--- src/rtl/rf_arb_pkg.sv ---
// Shared widths, arbiter state encoding and the queued host-write record
// for the register-file write arbiter.
package rf_arb_pkg;
    localparam int REG_ADDR_W = 5;
    localparam int DATA_W     = 16;

    typedef enum logic {
        NORMAL = 1'b0,
        STALL  = 1'b1
    } arb_state_e;

    typedef struct packed {
        logic [REG_ADDR_W-1:0] addr;
        logic [DATA_W-1:0]     data;
    } rf_wr_t;
endpackage

--- src/rtl/rf_host_fifo.sv ---
// Host write queue: DEPTH-entry circular buffer holding address and data together.
// The caller never pushes when full or pops when empty.
module rf_host_fifo
    import rf_arb_pkg::*;
#(
    parameter int DEPTH = 2
) (
    input  logic                         clk,
    input  logic                         clr,
    input  logic                         i_push,
    input  rf_wr_t                       i_wdata,
    input  logic                         i_pop,
    output rf_wr_t                       o_rdata,
    output logic [$clog2(DEPTH+1)-1:0]   o_count
);
    localparam int PTR_W = (DEPTH > 1) ? $clog2(DEPTH) : 1;
    localparam int CNT_W = $clog2(DEPTH + 1);

    rf_wr_t           r_mem [DEPTH];
    logic [PTR_W-1:0] r_wr_ptr;
    logic [PTR_W-1:0] r_rd_ptr;
    logic [CNT_W-1:0] r_count;

    function automatic logic [PTR_W-1:0] ptr_inc(input logic [PTR_W-1:0] p);
        return (p == PTR_W'(DEPTH - 1)) ? '0 : p + PTR_W'(1);
    endfunction

    always_ff @(posedge clk or negedge clr) begin
        if (!clr) begin
            r_wr_ptr <= '0;
            r_rd_ptr <= '0;
            r_count  <= '0;
        end else begin
            if (i_push) r_wr_ptr <= ptr_inc(r_wr_ptr);
            if (i_pop)  r_rd_ptr <= ptr_inc(r_rd_ptr);
            case ({i_push, i_pop})
                2'b10:   r_count <= r_count + CNT_W'(1);
                2'b01:   r_count <= r_count - CNT_W'(1);
                default: ;
            endcase
        end
    end

    // Storage needs no reset: an entry is only read after it has been written.
    always_ff @(posedge clk) begin
        if (i_push) r_mem[r_wr_ptr] <= i_wdata;
    end

    assign o_rdata = r_mem[r_rd_ptr];
    assign o_count = r_count;
endmodule

--- src/rtl/rf_wr_arbiter.sv ---
// Register-file write-port arbiter: write-back always wins, host writes are queued
// and drained in free slots, with a pipeline stall request when the host starves.
module rf_wr_arbiter
    import rf_arb_pkg::*;
#(
    parameter int DEPTH        = 2,
    parameter int STARVE_LIMIT = 8
) (
    input  logic                  clk,
    input  logic                  clr,
    input  logic                  wb_we,
    input  logic [REG_ADDR_W-1:0] wb_addr,
    input  logic [DATA_W-1:0]     wb_data,
    input  logic                  hlt,
    input  logic                  stall_ack,
    input  logic                  host_valid,
    input  logic [REG_ADDR_W-1:0] host_addr,
    input  logic [DATA_W-1:0]     host_data,
    output logic                  host_ready,
    output logic                  host_err,
    output logic                  stall_req,
    output logic                  rf_we,
    output logic [REG_ADDR_W-1:0] rf_addr,
    output logic [DATA_W-1:0]     rf_data
);
    localparam int FCNT_W = $clog2(DEPTH + 1);
    localparam int SCNT_W = $clog2(STARVE_LIMIT + 1);
    localparam logic [SCNT_W-1:0] LIMIT = SCNT_W'(STARVE_LIMIT);

    arb_state_e            r_state;
    arb_state_e            w_state_nxt;
    logic [SCNT_W-1:0]     r_starve;
    logic [SCNT_W-1:0]     w_starve_nxt;
    logic                  r_run;
    logic                  r_err;
    logic                  r_rf_we;
    logic [REG_ADDR_W-1:0] r_rf_addr;
    logic [DATA_W-1:0]     r_rf_data;
    logic [FCNT_W-1:0]     w_count;
    logic                  w_empty;
    logic                  w_accept;
    logic                  w_push;
    logic                  w_pop;
    rf_wr_t                w_head;
    rf_wr_t                w_wdata;

    rf_host_fifo #(.DEPTH(DEPTH)) u_fifo (
        .clk     (clk),
        .clr     (clr),
        .i_push  (w_push),
        .i_wdata (w_wdata),
        .i_pop   (w_pop),
        .o_rdata (w_head),
        .o_count (w_count)
    );

    // r_run keeps host_ready low until the first edge after reset release.
    assign host_ready = r_run && (w_count < FCNT_W'(DEPTH));
    assign w_empty    = (w_count == '0);
    assign w_accept   = host_valid && host_ready;
    assign w_push     = w_accept && (host_addr != '0);
    assign w_pop      = !wb_we && !w_empty;
    assign w_wdata    = '{addr: host_addr, data: host_data};

    always_comb begin
        w_starve_nxt = r_starve;
        if (hlt || w_pop)
            w_starve_nxt = '0;
        else if (wb_we && !w_empty && (r_starve != LIMIT))
            w_starve_nxt = r_starve + SCNT_W'(1);
    end

    // STALL also ends if bubbles drain the queue before the pipeline acknowledges.
    always_comb begin
        w_state_nxt = r_state;
        case (r_state)
            NORMAL:  if (!hlt && wb_we && !w_empty && (w_starve_nxt == LIMIT))
                         w_state_nxt = STALL;
            STALL:   if (hlt || w_empty || (stall_ack && !wb_we))
                         w_state_nxt = NORMAL;
            default: w_state_nxt = NORMAL;
        endcase
    end

    always_ff @(posedge clk or negedge clr) begin
        if (!clr) begin
            r_state  <= NORMAL;
            r_starve <= '0;
            r_run    <= 1'b0;
            r_err    <= 1'b0;
        end else begin
            r_state  <= w_state_nxt;
            r_starve <= w_starve_nxt;
            r_run    <= 1'b1;
            r_err    <= w_accept && (host_addr == '0);
        end
    end

    always_ff @(posedge clk or negedge clr) begin
        if (!clr) begin
            r_rf_we   <= 1'b0;
            r_rf_addr <= '0;
            r_rf_data <= '0;
        end else begin
            r_rf_we <= wb_we || w_pop;
            if (wb_we) begin
                r_rf_addr <= wb_addr;
                r_rf_data <= wb_data;
            end else if (w_pop) begin
                r_rf_addr <= w_head.addr;
                r_rf_data <= w_head.data;
            end
        end
    end

    assign host_err  = r_err;
    assign stall_req = (r_state == STALL);
    assign rf_we     = r_rf_we;
    assign rf_addr   = r_rf_addr;
    assign rf_data   = r_rf_data;
endmodule

--- config.mk ---
export PLATFORM = sky130hd
export DESIGN_NAME = rf_wr_arbiter
export DESIGN_NICKNAME = d
export VERILOG_FILES = /design/src/rtl/rf_arb_pkg.sv /design/src/rtl/rf_host_fifo.sv /design/src/rtl/rf_wr_arbiter.sv
export SDC_FILE = /design/constraint.sdc
export NUM_CORES = 1
export LEC_CHECK = 0
export ABC_AREA = 0
export CORE_MARGIN = 5
export CORE_UTILIZATION = 49
export DETAILED_ROUTE_END_ITERATION = 12
export PLACE_DENSITY = 0.78
export SLEW_MARGIN = 20
export SYNTH_ARGS = -nofsm -noshare
export SYNTH_HDL_FRONTEND = slang
export SYNTH_HIERARCHICAL = 1
export SYNTH_SLANG_ARGS = --single-unit
--- constraint.sdc ---
create_clock -name clk -period 2.4 [get_ports clk]
set_input_delay 0.48 -clock clk [delete_from_list [all_inputs] [get_ports clk]]
set_output_delay 0.48 -clock clk [all_outputs]
set_load 0.02 [all_outputs]
==> flow_summary.yaml, run 1 <==
status:
  status: "finished, final reports clean"
floorplan:
  die_y_um: 89.7
  die_x_um: 89.7
  ioPinCount: 73
  std_cell_rows: 29
  die-area_um2: 8040
  initial_core_util: 0.495
  core_um2: 6280
worst_setup_path:
  path_buf_inv: 3
  r2r_cells: 5
  cp-end-kind: "register"
  cpLargestDelayFamily: "simple AND/OR/NAND/NOR gates"
  crit_cells: 9
  required_ns: 2.67
  path_class: "in2reg"
  cp_slowest_cell: "or4_1"
  r2r-start: "u_fifo/o_count[1]$_DFFE_PN0P_"
  crit_path_frequent_cell: "nor2_1"
  slowest_delay_ns: 0.56
  cp.arrival_ns: 2.40
  r2r_slack_ns: 0.61
  path_cells: "clkdlybuf4s50_1 > or4_1 > nor2_1 > nor2_1 > inv_1 > buf_4 > ha_1 > nor2_1 > xor2_1"
  crit_start: "host_addr[0]"
  path_max_fanout: 3
  start_kind: "input pin"
  timing.rr.end: "u_fifo/r_mem[0][4]$_DFFE_PP_"
yosys:
  synth_compound_area_frac: 0.0531
  synth_nets: 268
  yosysWarningCount: 6
  synthXorXnorAreaFrac: 0.0169
  syn_avg_cell_area_um2: 14.3
  synth_top_area_cell: "edfxtp_1"
  synth_area_leaders: "edfxtp_1 41%, dfrtp_1 27%, mux2_2 7.6%"
  synth_top_family_by_area: "multiplexers"
  async_reset_ff_frac: 0.440
  ys_seq_elements: 75
  syn_area_um2: 3110
  synthCells: 217
  seq_area_frac_synth: 0.671
  synth_edf_count: 42
  ys.flop_type: "edfxtp_1"
  synth_cell_types: 34
  synth_top_area_frac: 0.406
  yosys.area_share.simple: 0.0692
  synth_mux_area_frac: 0.151
  synthAdderAreaFrac: 0.0121
global_routing:
  grt_pass1_vias: 2055
  grt_antenna_before_repair: 0
  grt_pass1_wl_um: 9970
  grt_overflow: 0
  track_usage: 0.171
  grt_max_degree: 47
sta:
  slew_violations: 0
  hold_violations: 0
  period_share: 0.888
  report.final.setup_viol: 0
  rsz0062_at_grt: "no"
  min_period_ns: 2.13
  finClkSkew_ns: 0.0106
  fmax_mhz: 469
  slew_headroom: 0.488
  tightest_slew_ns: 0.768
  tns_ns: 0
placed_design:
  place_inst: 368
  port_buffers: 72
  post-dp-hpwl_um: 4340
  gp_congestion: 0.733
clock_network:
  clk_latency_ns: 0.35
  clk_path_buf_depth: 2
  post_cts_buffers: 0
  cts_resized: 0
  clock_sinks: 75
  cts_hold_buf: 0
  clk_pin_slew_ns: 0.08
  cts_root_buf: "clkbuf_8"
  cts_buffers: 9
  cts_tree: "yes"
  htreeDepth: 3
job:
  maxCapViolCount: 0
detailed_routing:
  drtPass1Iterations: 4
  drc: 0
  wl_um: 6210
  postRouteAntennaNets: 0
  first_iter_violations: 67
  wl_per_cell_um: 16.2
  avgViaCountPerCell: 5.11
  vias: 1961
cells_and_area:
  regArea_um2: 2090
  final_nets: 353
  finalNonFillerCells: 384
  diodes: 0
  syn_to_final_growth_pct: 34.6
  drive_gt1_frac: 0.186
  fill_cells: 453
  multiInputGateArea_um2: 955
power_and_ir_drop:
  leakagePower_uw: 0.00158
  vdd_ir_drop_max_v: 0.000742
  power.density_nw_per_um2: 994
min_path:
  hp-class: "in2async"
flip-flops by register name (all words and copies together), names as in the netlist:
register and flops:
u_fifo/r_rd_ptr 1, rf_addr 5, rf_data 16, r_run 1
u_fifo/r_wr_ptr 1, rf_we 1, u_fifo/r_mem 42, r_starve 4
u_fifo/o_count 2, stall_req 1, host_err 1
cells in the final DEF, fill, tap and decap left out, types with 3 or more instances in the layout:
cell type         n
buf_4            10
clkbuf_8         11
clkdlybuf4s50_1  70
dfrtp_1          33
edfxtp_1         42
ha_1              3
inv_1             4
mux2_2           21
mux2i_1          22
nand2_1          23
nor2_1            8
nor3_1            3
o21ai_1          21
xnor2_1           3
xor2_1            3
layer usage:
layer | GRT usage | wire length, um | vias up
li1 | - | - | 952
met1 | 0.223 | 2750 | 936
met2 | 0.261 | 2870 | 66
met3 | 0.0620 | 509 | 7
met4 | 0.0731 | 82 | 0
met5 | 0 | 0 | -
report_power, final:
part | internal (uW) | switching, uW | leakage [uW]
logic | 706 | 677 | 0.000687
registers | 1590 | 115 | 0.000785
clock network | 641 | 436 | 0.000113
total | 2930 | 1230 | 0.00158
cells in the mapped netlist (2+ instances only):
| cell type | count |
|---|---|
| a31oi_2 | 2 |
| mux2i_1 | 22 |
| o21ai_1 | 21 |
| nand2_1 | 23 |
| dfrtp_1 | 33 |
| inv_1 | 4 |
| nand3_1 | 2 |
| nor2_1 | 9 |
| xor2_1 | 3 |
| edfxtp_1 | 42 |
| mux2_2 | 21 |
| clkbuf_1 | 3 |
| nor3_1 | 3 |
| buf_6 | 4 |
| xnor2_1 | 3 |
| a21oi_1 | 2 |
| ha_1 | 3 |
how the worst max path moves through the flow:
stage / end
2_1_floorplan: u_fifo/r_mem[0][0]$_DFFE_PP_
3_3_place_gp: u_fifo/r_mem[0][11]$_DFFE_PP_
3_5_place_dp: u_fifo/r_mem[0][11]$_DFFE_PP_
4_1_cts: u_fifo/r_mem[0][2]$_DFFE_PP_
5_1_grt: u_fifo/o_count[1]$_DFFE_PN0P_
6_report: u_fifo/o_count[1]$_DFFE_PN0P_
per-stage QoR:
stage               setup WS [ns]  hold slack, ns  power [uW]   util  instance area (um^2)
detailed placement         -0.268           0.497        3120  0.630                  3950
global placement           -0.265           0.498        3080  0.630                  3950
CTS                        0.0868           0.230        4200  0.666                  4180
finish                      0.269           0.201        4160  0.667                  4190
global route                0.137           0.260        4390  0.667                  4190
floorplan                  0.0635           0.184        2620      -                  3110
layout make-up:
| type | count | area share |
|---|---|---|
| flip-flops and latches | 75 | 0.499 |
| multi-input cells | 129 | 0.228 |
| clock inverters | 4 | 0.0173 |
| repair buffers | 83 | 0.192 |
| clock buffers | 12 | 0.0371 |
| well taps | 77 | 0.0230 |
| inverters | 4 | 0.00359 |
cell families (layout without fill, tap and decap cells):
| kind of cell | count (synthesis) | count (layout) |
|---|---|---|
| adder cells (fa/ha/maj) | 3 | 3 |
| AO/OA/AOI/OAI | 28 | 28 |
| multiplexers | 44 | 44 |
| other | 1 | 1 |
| flip-flops | 75 | 75 |
| AND/OR/NAND/NOR | 47 | 47 |
| XOR/XNOR | 6 | 6 |
| buffers and inverters | 13 | 103 |
(Power assumes the default switching activity.)
==> inputs of run 2 (changes only) <==
- CORE_MARGIN: 5 -> default
- CORE_UTILIZATION: 49 -> 50
- GPL_ROUTABILITY_DRIVEN: default -> 0
- PLACE_DENSITY: 0.78 -> 0.79
- clock period: 2.4 -> 2.6 ns (I/O delays scaled with it)
==> run 2 against run 1 <==
Via count increased by 0.36%. Utilization increased by 2.8 points. Cell area decreased by 1.1%. Critical path depth increased by 1. Critical path type unchanged. Critical endpoint unchanged. Largest power group unchanged.
==> flow_summary.yaml, run 2 (synthesis gave the netlist of run 1 again) <==
floorplan:
  std_cell_rows: 28
  die-area_um2: 6540
  die_x_um: 80.9
  initial_core_util: 0.522
  ioPinCount: 73
  core_um2: 5960
  die_y_um: 80.9
global_routing:
  grt_max_degree: 46
  grt_pass1_vias: 1964
  grt_antenna_before_repair: 0
  grt_overflow: 0
  grt_pass1_wl_um: 9390
  track_usage: 0.201
power_and_ir_drop:
  vdd_ir_drop_max_v: 0.000540
  leakagePower_uw: 0.00157
  power_uw: 3800
  power.density_nw_per_um2: 917
clock_network:
  cts_buffers: 9
  htreeDepth: 3
  clock_sinks: 75
  cts_root_buf: "clkbuf_8"
  cts_hold_buf: 0
  clk_path_buf_depth: 2
  clk_latency_ns: 0.33
  cts_resized: 0
  post_cts_buffers: 0
  clk_pin_slew_ns: 0.07
  cts_tree: "yes"
cells_and_area:
  final_common_cell: "clkdlybuf4s50_1"
  top_register: "u_fifo/r_mem"
  final_nets: 349
  diodes: 0
  syn_to_final_growth_pct: 33.2
  layout_common_cells: "70 x clkdlybuf4s50_1, 42 x edfxtp_1, 33 x dfrtp_1"
  regArea_um2: 2090
  fill_cells: 430
  multiInputGateArea_um2: 955
  drive_gt1_frac: 0.178
  largest_reg_flops: 42
detailed_routing:
  postRouteAntennaNets: 0
  drc: 0
  wl_um: 5960
  avgViaCountPerCell: 5.21
  drtPass1Iterations: 4
  wl_per_cell_um: 15.8
  first_iter_violations: 70
  vias: 1968
sta:
  slew_headroom: 0.485
  rsz0062_at_grt: "no"
  tightest_slew_ns: 0.773
  slew_violations: 0
  report.final.setup_viol: 0
  hold_ws_ns: 0.255
  min_period_ns: 2.20
  hold_violations: 0
  finClkSkew_ns: 0.00555
  period_share: 0.845
  fmax_mhz: 455
  tns_ns: 0
worst_setup_path:
  path_class: "in2reg"
  cp.arrival_ns: 2.41
  required_ns: 2.81
  cp-end-kind: "register"
  path_max_fanout: 3
  start_kind: "input pin"
job:
  maxCapViolCount: 0
placed_design:
  post-dp-hpwl_um: 4030
  port_buffers: 72
min_path:
  hp-class: "in2async"
status:
  status: "finished, final reports clean"
-- run 2: critical path: stages --
cell	delay (ns)
clkdlybuf4s50_1	0.44
or4_1	0.55
nor2_1	0.11
nor2_1	0.07
inv_1	0.12
buf_4	0.12
ha_1	0.15
xnor2_1	0.13
nor2_1	0.07
xor2_1	0.13
-- run 2: power by group --
part	internal [uW]	leakage [uW]	switching, uW
logic	623	0.000665	575
clock network	588	0.000119	402
registers	1460	0.000785	146
-- run 2: layer usage --
layer | global-route usage | vias to the layer above | wire length (um)
li1 | - | 940 | -
met1 | 0.253 | 957 | 2690
met2 | 0.333 | 60 | 2860
met3 | 0.0382 | 11 | 299
met4 | 0.0982 | 0 | 112
met5 | 0 | - | 0
-- run 2: worst paths after layout --
| check | start | endpoint | slack (ns) | cells past startpoint |
|---|---|---|---|---|
| min | clr | rf_data[11]$_DFFE_PN0P_ | 0.25 | 1 |
| min in group clk | u_fifo/r_wr_ptr$_DFFE_PN0P_ | u_fifo/r_wr_ptr$_DFFE_PN0P_ | 0.56 | 1 |
| max in group asynchronous | clr | r_run$_DFF_PN0_ | 1.85 | 1 |
| max | host_addr[3] | u_fifo/o_count[1]$_DFFE_PN0P_ | 0.40 | 10 |
| min reg2reg | u_fifo/r_wr_ptr$_DFFE_PN0P_ | u_fifo/r_wr_ptr$_DFFE_PN0P_ | 0.56 | 1 |
| max reg2reg | u_fifo/o_count[1]$_DFFE_PN0P_ | u_fifo/r_mem[0][13]$_DFFE_PP_ | 0.65 | 5 |
-- run 2: metrics by stage --
step | setup WS, ns | area (um^2) | cells | util
3_5_place_dp | -0.170 | 3910 | 362 | 0.656
3_3_place_gp | -0.109 | 3910 | 362 | 0.656
4_1_cts | 0.181 | 4140 | 378 | 0.694
2_1_floorplan | 0.263 | 3110 | 217 | -
6_report | 0.403 | 4140 | 378 | 0.695
5_1_grt | 0.262 | 4140 | 378 | 0.695
-- run 2: layout make-up --
cell class	instances	area share
Sequential cell	75	0.504
Multi-Input combinational cell	129	0.231
Timing Repair Buffer	79	0.184
Clock buffer	11	0.0366
Tap cell	75	0.0227
Clock inverter	5	0.0181
Inverter	4	0.00363
==> inputs of run 3 (changes only) <==
- CORE_UTILIZATION: 50 -> 49
- PLACE_DENSITY: 0.79 -> 0.78
- clock period: 2.6 -> 2.27 ns (I/O delays scaled with it)
==> run 3 against run 2 <==
First-iteration DRC count increased by 27%. Highest routed layer unchanged. Clock power decreased by 2.7%. Largest cell class unchanged. Critical path depth unchanged. Cell count increased by 1.3%. Global-route usage increased by 0.42 points. Non-clock buffer count increased by 5. Routed wire length increased by 1.3%. Die area increased by 2.0%. Via count increased by 0.10%. Utilization decreased by 0.81 points. Sequential power increased by 13%.
==> flow_summary.yaml, run 3 (synthesis gave the netlist of run 1 again) <==
sta:
  slew_headroom: 0.485
  fmax_mhz: 468
  rsz0062_at_grt: "no"
  slew_violations: 0
  hold_violations: 0
  tightest_slew_ns: 0.772
  setup_slack_ns: 0.135
  hold_ws_ns: 0.184
  finClkSkew_ns: 0.00729
  report.final.setup_viol: 0
  min_period_ns: 2.13
  period_share: 0.940
cells_and_area:
  syn_to_final_growth_pct: 33.2
  layout_common_cells: "70 x clkdlybuf4s50_1, 42 x edfxtp_1, 33 x dfrtp_1"
  final_nets: 354
  final_common_cell: "clkdlybuf4s50_1"
  drive_gt1_frac: 0.185
  finalNonFillerCells: 383
  diodes: 0
  top_register: "u_fifo/r_mem"
  largest_reg_flops: 42
placed_design:
  port_buffers: 72
  pre_cts_ws_ns: -0.434
  place_inst: 367
  post-dp-hpwl_um: 4200
detailed_routing:
  wl_um: 6040
  drc: 0
  wl_per_cell_um: 15.8
  postRouteAntennaNets: 0
  first_iter_violations: 89
  avgViaCountPerCell: 5.14
  drtPass1Iterations: 4
  vias: 1970
power_and_ir_drop:
  vdd_ir_drop_max_v: 0.000744
  switching_share: 0.306
  intPower_uw: 2920
  leakagePower_uw: 0.00156
  p_switching_uw: 1290
  p_clk_frac: 0.229
  power_frac_seq: 0.432
  power.share.combinational: 0.339
  power.density_nw_per_um2: 1020
floorplan:
  initial_core_util: 0.516
  core_um2: 6030
  die_x_um: 81.7
  die-area_um2: 6670
  die_y_um: 81.7
  ioPinCount: 73
  std_cell_rows: 28
clock_network:
  cts_hold_buf: 0
  cts_root_buf: "clkbuf_8"
  post_cts_buffers: 0
  htreeDepth: 3
  clk_pin_slew_ns: 0.07
  cts_tree: "yes"
  clk_path_buf_depth: 2
  clk_latency_ns: 0.34
  cts_buffers: 9
  clock_sinks: 75
job:
  maxCapViolCount: 0
worst_setup_path:
  slowest_delay_ns: 0.56
  path_max_fanout: 3
  path_class: "in2reg"
  path_cells: "clkdlybuf4s50_1 > or4_4 > nor2_1 > nor2_1 > inv_1 > buf_4 > ha_1 > xnor2_1 > nor2_1 > xor2_1"
  crit_path_frequent_cell: "nor2_1"
  required_ns: 2.50
  start_kind: "input pin"
  cp-end-kind: "register"
  cp_slowest_cell: "or4_4"
  cp.arrival_ns: 2.36
global_routing:
  grt_overflow: 0
  grt_max_degree: 34
  grt_pass1_wl_um: 9730
  grt_pass1_vias: 2074
  track_usage: 0.205
  grt_antenna_before_repair: 0
status:
  status: "finished, final reports clean"
min_path:
  hp-class: "in2async"
[run 3: cell types whose count changed in the layout (fill, tap and decap cells not counted), moves of 2 or more]
cell and change:
clkbuf_1 +2, clkbuf_8 -2, clkinvlp_4 +2, clkinv_2 -2
buf_4 +5
[run 3: power groups by stage]
stage / combinational, uW / clock (uW) / sequential (uW)
2_1_floorplan: 815 / 0 / 1960
3_3_place_gp: 1410 / 0 / 1830
3_5_place_dp: 1440 / 0 / 1840
4_1_cts: 1440 / 990 / 1820
5_1_grt: 1550 / 1040 / 1850
6_report: 1430 / 963 / 1820
[run 3: area by class of cell]
type	instances	area (um^2)
Clock buffer	11	131
Clock inverter	5	53.8
Fill cell	453	1890
Inverter	4	15.0
Multi-Input combinational cell	129	958
Sequential cell	75	2090
Tap cell	75	93.8
Timing Repair Buffer	84	801
[run 3: per-layer routing]
| metal | share of wire | GRT usage | vias to the layer above |
|---|---|---|---|
| met5 | 0 | 0 | - |
| met4 | 0.016 | 0.0789 | 0 |
| met3 | 0.042 | 0.0544 | 10 |
| met2 | 0.51 | 0.360 | 48 |
| met1 | 0.43 | 0.239 | 962 |
| li1 | - | - | 950 |
[run 3: final timing paths]
path,slack [ns],from,depth (start not counted),to
worst max register to register,0.45,u_fifo/o_count[1]$_DFFE_PN0P_,5,u_fifo/r_mem[0][9]$_DFFE_PP_
min in group clk,0.56,rf_data[10]$_DFFE_PN0P_,2,rf_data[10]$_DFFE_PN0P_
max in group asynchronous,1.59,clr,1,host_err$_DFF_PN0_
worst min register to register,0.56,rf_data[10]$_DFFE_PN0P_,2,rf_data[10]$_DFFE_PN0P_
worst max-delay path,0.14,host_addr[0],10,u_fifo/o_count[1]$_DFFE_PN0P_
worst min-delay path,0.18,clr,1,rf_data[11]$_DFFE_PN0P_
[run 3: through the flow]
stage               utilization  power (uW)  TNS [ns]  area [um^2]
global route              0.687        4440         0         4140
finish                    0.687        4210         0         4140
detailed placement        0.655        3280     -9.33         3950
CTS                       0.686        4250         0         4140
floorplan                     -        2770         0         3110
global placement          0.655        3240     -9.58         3950
[run 3: what timing repair did]
item | CTS | global route
setup endpoints to repair | 21 | 1
cloned | 0 | 0
resized for setup | 1 | 1
[run 3: critical path: cells and delay by family]
family	cells	cell delay [ns]
XOR/XNOR	2	0.27
buffers and inverters	3	0.67
AND/OR/NAND/NOR	4	0.82
adder cells (fa/ha/maj)	1	0.16
